File: config.mk
export PLATFORM = sky130hd
export DESIGN_NAME = sound_player
export DESIGN_NICKNAME = d
export VERILOG_FILES = /design/src/rtl/sound_pkg.sv /design/src/rtl/sound_player_tone_gen.sv /design/src/rtl/sound_player.sv
export SDC_FILE = /design/constraint.sdc
export NUM_CORES = 1
export LEC_CHECK = 0
export BUFFER_PORTS_ARGS = -buffer_cell sky130_fd_sc_hd__clkbuf_2
export CAP_MARGIN = 0
export CORE_MARGIN = 8
export CORE_UTILIZATION = 45
export DETAILED_ROUTE_END_ITERATION = 6
export MAX_ROUTING_LAYER = met4
export PLACE_DENSITY = 0.61
export REMOVE_ABC_BUFFERS = 1
export SLEW_MARGIN = 10
export SYNTH_ARGS = -nofsm -noshare
export SYNTH_HDL_FRONTEND = slang
export SYNTH_SLANG_ARGS = --single-unit
export TNS_END_PERCENT = 50
File: constraint.sdc
create_clock -name clk -period 2.8 [get_ports clk]
set_clock_uncertainty 0.05 [all_clocks]
set_input_delay 0.14 -clock clk [delete_from_list [all_inputs] [get_ports clk]]
set_output_delay 0.14 -clock clk [all_outputs]
set_load 0.005 [all_outputs]
File: src/rtl/sound_pkg.sv
// Shared types and default timing constants for the sound player.
// Also provides the trigger classifier and a range check used at elaboration.
package sound_pkg;

  typedef enum logic [1:0] {SND_NONE, SND_MOVE, SND_GOOD, SND_BAD} sound_e;
  typedef enum logic [1:0] {IDLE, NOTE1, GAP, NOTE2} player_state_e;

  localparam int DEF_CNT_W     = 16;
  localparam int DEF_HALF_GOOD = 5682;
  localparam int DEF_HALF_BAD1 = 7576;
  localparam int DEF_HALF_BAD2 = 11364;
  localparam int DEF_HALF_MOVE = 3788;
  localparam int DEF_NOTE_LEN  = 50000;
  localparam int DEF_GAP_LEN   = 10000;

  // Priority: bad collision, then good collision, then any move direction.
  function automatic sound_e classify(input logic bad, input logic good, input logic [3:0] dir);
    if (bad)       return SND_BAD;
    else if (good) return SND_GOOD;
    else if (|dir) return SND_MOVE;
    else           return SND_NONE;
  endfunction

  function automatic bit fits_cnt(input int value, input int width);
    return (value >= 2) && (longint'(value) < (longint'(1) << width));
  endfunction

endpackage

File: src/rtl/sound_player_tone_gen.sv
// Square-wave divider: the output toggles every `half` enabled cycles.
// A clear forces the divider and output low so every note starts on a low phase.
module tone_gen
  import sound_pkg::*;
#(
  parameter int CNT_W = DEF_CNT_W
) (
  input  logic             clk,
  input  logic             rst,
  input  logic             clear,
  input  logic             en,
  input  logic [CNT_W-1:0] half,
  output logic             wave
);

  logic [CNT_W-1:0] div_q;
  logic             wave_q;

  always_ff @(posedge clk or posedge rst) begin
    if (rst) begin
      div_q  <= '0;
      wave_q <= 1'b0;
    end else if (clear) begin
      div_q  <= '0;
      wave_q <= 1'b0;
    end else if (en) begin
      if (div_q == half - CNT_W'(1)) begin
        div_q  <= '0;
        wave_q <= ~wave_q;
      end else begin
        div_q <= div_q + CNT_W'(1);
      end
    end
  end

  assign wave = wave_q;

endmodule

File: src/rtl/sound_player.sv
// Turns a sound trigger into a timed square-wave effect (move click, good tone,
// or two-note bad sequence); owns the trigger edge detect, FSM and duration counter.
module sound_player
  import sound_pkg::*;
#(
  parameter int CNT_W     = DEF_CNT_W,
  parameter int HALF_GOOD = DEF_HALF_GOOD,
  parameter int HALF_BAD1 = DEF_HALF_BAD1,
  parameter int HALF_BAD2 = DEF_HALF_BAD2,
  parameter int HALF_MOVE = DEF_HALF_MOVE,
  parameter int NOTE_LEN  = DEF_NOTE_LEN,
  parameter int GAP_LEN   = DEF_GAP_LEN
) (
  input  logic       clk,
  input  logic       rst,
  input  logic       playSound,
  input  logic       mode_i,
  input  logic       goodColl,
  input  logic       badColl,
  input  logic [3:0] direction,
  output logic       speaker,
  output logic       busy,
  output sound_e     soundId
);

  if (!fits_cnt(HALF_GOOD, CNT_W) || !fits_cnt(HALF_BAD1, CNT_W) || !fits_cnt(HALF_BAD2, CNT_W) ||
      !fits_cnt(HALF_MOVE, CNT_W) || !fits_cnt(NOTE_LEN, CNT_W)) begin : g_param_check
    $error("sound_player: a HALF_* or NOTE_LEN value is outside [2, 2**CNT_W)");
  end

  localparam logic [CNT_W-1:0] NOTE_LAST = CNT_W'(NOTE_LEN - 1);
  localparam logic [CNT_W-1:0] MOVE_LAST = CNT_W'((NOTE_LEN >> 2) - 1);
  localparam logic [CNT_W-1:0] GAP_LAST  = CNT_W'(GAP_LEN - 1);

  player_state_e    state_q, state_d;
  sound_e           cls_q, cls_d;
  logic [CNT_W-1:0] dur_q, dur_d;
  logic             busy_q, busy_d;
  logic             playSound_q;

  logic             trig;
  sound_e           trig_cls;
  logic             dur_done;
  logic             restart;
  logic             tone_clear;
  logic             tone_en;
  logic [CNT_W-1:0] half_sel;

  assign trig     = playSound & ~playSound_q & mode_i;
  assign trig_cls = classify(badColl, goodColl, direction);

  always_comb begin
    if (state_q == GAP)          dur_done = (dur_q == GAP_LAST);
    else if (cls_q == SND_MOVE)  dur_done = (dur_q == MOVE_LAST);
    else                         dur_done = (dur_q == NOTE_LAST);
  end

  always_comb begin
    state_d = state_q;
    cls_d   = cls_q;
    restart = 1'b0;
    unique case (state_q)
      IDLE:  if (trig && trig_cls != SND_NONE) begin
               state_d = NOTE1;
               cls_d   = trig_cls;
             end
      NOTE1: if (dur_done) state_d = (cls_q == SND_BAD) ? GAP : IDLE;
      GAP:   if (dur_done) state_d = NOTE2;
      NOTE2: if (dur_done) state_d = IDLE;
      default: state_d = IDLE;
    endcase
    // A bad collision always wins over whatever is playing, including another bad effect.
    if (state_q != IDLE && trig && trig_cls == SND_BAD) begin
      state_d = NOTE1;
      cls_d   = SND_BAD;
      restart = 1'b1;
    end
    if (state_q != IDLE && !mode_i) begin
      state_d = IDLE;
    end
    if (state_d == IDLE) cls_d = SND_NONE;
    dur_d  = (state_d != state_q || restart || state_d == IDLE) ? '0 : dur_q + CNT_W'(1);
    busy_d = (state_d != IDLE);
  end

  always_ff @(posedge clk or posedge rst) begin
    if (rst) begin
      state_q     <= IDLE;
      cls_q       <= SND_NONE;
      dur_q       <= '0;
      busy_q      <= 1'b0;
      playSound_q <= 1'b0;
    end else begin
      state_q     <= state_d;
      cls_q       <= cls_d;
      dur_q       <= dur_d;
      busy_q      <= busy_d;
      playSound_q <= playSound;
    end
  end

  // The tone is cleared on every state change so each note begins low with a fresh divider.
  assign tone_en    = (state_q == NOTE1) || (state_q == NOTE2);
  assign tone_clear = (state_d != state_q) || restart || !((state_d == NOTE1) || (state_d == NOTE2));

  always_comb begin
    unique case (cls_q)
      SND_BAD:  half_sel = (state_q == NOTE2) ? CNT_W'(HALF_BAD2) : CNT_W'(HALF_BAD1);
      SND_GOOD: half_sel = CNT_W'(HALF_GOOD);
      default:  half_sel = CNT_W'(HALF_MOVE);
    endcase
  end

  tone_gen #(.CNT_W(CNT_W)) u_tone (
    .clk   (clk),
    .rst   (rst),
    .clear (tone_clear),
    .en    (tone_en),
    .half  (half_sel),
    .wave  (speaker)
  );

  assign busy    = busy_q;
  assign soundId = cls_q;

endmodule

==> impl_metrics.ini <==
[synth]
synth-seq-cells = 39
yosysWarnings = 0
yosysTopAreaCellShare_pct = 43.5
netlist_top_cells_count = nor2_1, dfrtp_1, nand3_1
syn_inst = 243
synth_area_leader_cell = dfrtp_1
netlist_area_sq_mm = 0.00224
yosysMostFrequentCell = nor2_1
yosysUniqueCellTypes = 44
synth-async-reset-ratio_pct = 100
synthFlopType = dfrtp_1
yosys-top-cells-area = dfrtp_1, nor2_1, xnor2_1
synth_edf_count = 0
avgSynthCellArea_sq_um = 9.23
yosysSeqAreaShare_pct = 43.5

[critical_path]
crit_path_top_delay_cell = or4_4
critical_path_class = register to register
max_stage_delay_ns = 0.55
path_cells = or3_4, a2111oi_4, o2111ai_2, or4_4, a21oi_2, or2_4, o221a_4
critPathLaunchType = register
r2r_cells = 7
cp.depth = 7
crit_buf_inv = 0
critical_path_arrival_ns = 2.69
critPathTopFamily = simple AND/OR/NAND/NOR gates
crit_fanout = 5
required_ns = 2.99
worst_setup_path_end_kind = register

[placement]
gp_congestion = 0.808
io_buffers = 13
dp_hpwl_mm = 3.35
dp_slack_ns = 0.197
post_dp_cell_area_sq_mm = 0.00243
post-place-cells = 323

[global_route]
grt-ovfl-total = 0
antenna_found_initial = 0
grt_pass1_wl_mm = 8.27
grt_pass1_vias = 1771
grt_max_degree = 26
track_usage_pct = 14.1

[sta]
setup_viol = 0
fin_crit_ns = 2.50
slew_headroom_pct = 37.6
hold_viol_final = 23
final_max_slew_viol_count = 0
fmax_ghz = 0.400
setup_ws_ns = 0.297
final.setup.tns_ns = 0
rsz0062_at_grt = false
tightest_slew_ns = 0.935
hold_slack_ns = -0.0294
period_share_pct = 89.4

[worst_hold_path]
min_path_type = input port to async pin

[cts]
cts_sinks = 39
htreeDepth = 2
cts_setup_buffers = 0
cts_root_buffer = clkbuf_8
cts_buffers = 5
cts_tree = built
path_clk_slew_ns = 0.08
clockBufferDepth = 2
clk_latency_ns = 0.30

[power]
power.density_mw_per_mm2 = 441
ir_worst_vdd_mv = 0.206
power_leakage_nw = 1.04
power_mw = 1.13

[finish]
utilization_pct = 54.0
drive_above_1_share_pct = 14.7
nFillCells = 454
stdcell_area_sq_mm = 0.00257
stdcell_count = 332
antenna_cells = 0
fin_nets = 277
area_growth_pct = 14.5

[status]
violations = negative hold slack
status = complete, but fails checks

[floorplanning]
rows = 25
die-width_um = 86.6
io_pins = 14
start_util_pct = 47.2
die_y_um = 86.6
floorplan.die_area_sq_mm = 0.00750
coreArea_sq_mm = 0.00475

[routing]
drc = 0
drt-pass1-iter-count = 4
drtAntennaViolNets = 0
wl_per_cell_um = 13.8
totalWireLength_mm = 4.58
vias = 1739
viasPerCell = 5.24
drtIter0Drc = 89

[job]
maxCapViolations = 0
==> placed cells by master (no fill, tap or decap), types with 3 or more instances in the layout <==
master | Yosys | layout
dfrtp_1 | 39 | 39
nor2b_1 | 3 | 3
a21boi_0 | 5 | 5
clkbuf_8 | 0 | 6
nor2_1 | 46 | 46
o21ai_0 | 6 | 6
xor2_1 | 15 | 15
nor3_1 | 3 | 3
nand2b_1 | 4 | 4
xnor2_1 | 18 | 18
nand3_1 | 19 | 19
a21oi_1 | 5 | 5
nand2_1 | 11 | 11
nor3b_1 | 3 | 3
inv_1 | 8 | 8
ha_1 | 3 | 3
nand4_1 | 6 | 6
clkbuf_2 | 0 | 13
buf_4 | 0 | 8
and3_1 | 8 | 8
==> kinds of logic after synthesis <==
kind of cell	Yosys count	synth area share, %
XOR/XNOR	33	12.9
adder cells (fa/ha/maj)	3	1.67
AO/OA/AOI/OAI	31	11.5
flip-flops	39	43.5
buffers and inverters	17	3.01
AND/OR/NAND/NOR	119	27.0
multiplexers	1	0.446
==> layout make-up <==
cell class,count,area (sq um),share of cell area [%]
timing repair buffer,23,155,6.04
clock buffer,6,82.6,3.21
inverter,8,30.0,1.17
multi-input combinational,187,1210,47.0
clock inverter,2,35.0,1.36
sequential,39,976,38.0
tap,67,83.8,3.26
==> state kept, by name, indices dropped and copies added, names as in the netlist <==
register	flops
dur_q	16
u_tone.div_q	16
soundId	2
state_q	2
busy	1
playSound_q	1
u_tone.wave	1
==> what timing repair did <==
action                                  in CTS  in global routing
hold buffers                                 1                  0
hold endpoints to repair                     1                  0
endpoints found under the setup margin       0                 17
gates resized for setup                      0                  2
==> where the power goes <==
group,switching (mW),total [mW],leakage [nW],internal (mW)
clock network,0.202,0.490,0.0612,0.288
logic,0.0421,0.0691,0.443,0.0270
registers,0.00429,0.573,0.540,0.568
total,0.248,1.13,1.04,0.884
==> routing by layer <==
layer	up-vias	wire length (um)	track usage [%]
li1	882	-	-
met1	823	2280	17.4
met2	28	2040	21.4
met3	6	206	4.06
met4	0	55	5.01
met5	-	0	-
==> path summary, 6_finish.rpt <==
kind                                             start                           to  slack, ns
min                                                rst           dur_q[5]$_DFF_PP0_      -0.03
max in group asynchronous                          rst        playSound_q$_DFF_PP0_       2.03
min reg2reg                u_tone.div_q[0]$_DFFE_PP0P_  u_tone.div_q[0]$_DFFE_PP0P_       0.45
min in group clk                                mode_i         state_q[1]$_DFF_PP0_       0.13
max                                 dur_q[7]$_DFF_PP0_       soundId[0]$_DFFE_PP0P_       0.30
max reg2reg                         dur_q[7]$_DFF_PP0_       soundId[0]$_DFFE_PP0P_       0.30
==> worst reg2reg max path, cell delays in order (launching register included) <==
cell,delay (ns)
dfrtp_1,0.43
or3_4,0.40
a2111oi_4,0.34
o2111ai_2,0.18
or4_4,0.55
a21oi_2,0.18
or2_4,0.15
o221a_4,0.16
Power figures use the tool's default switching activity.
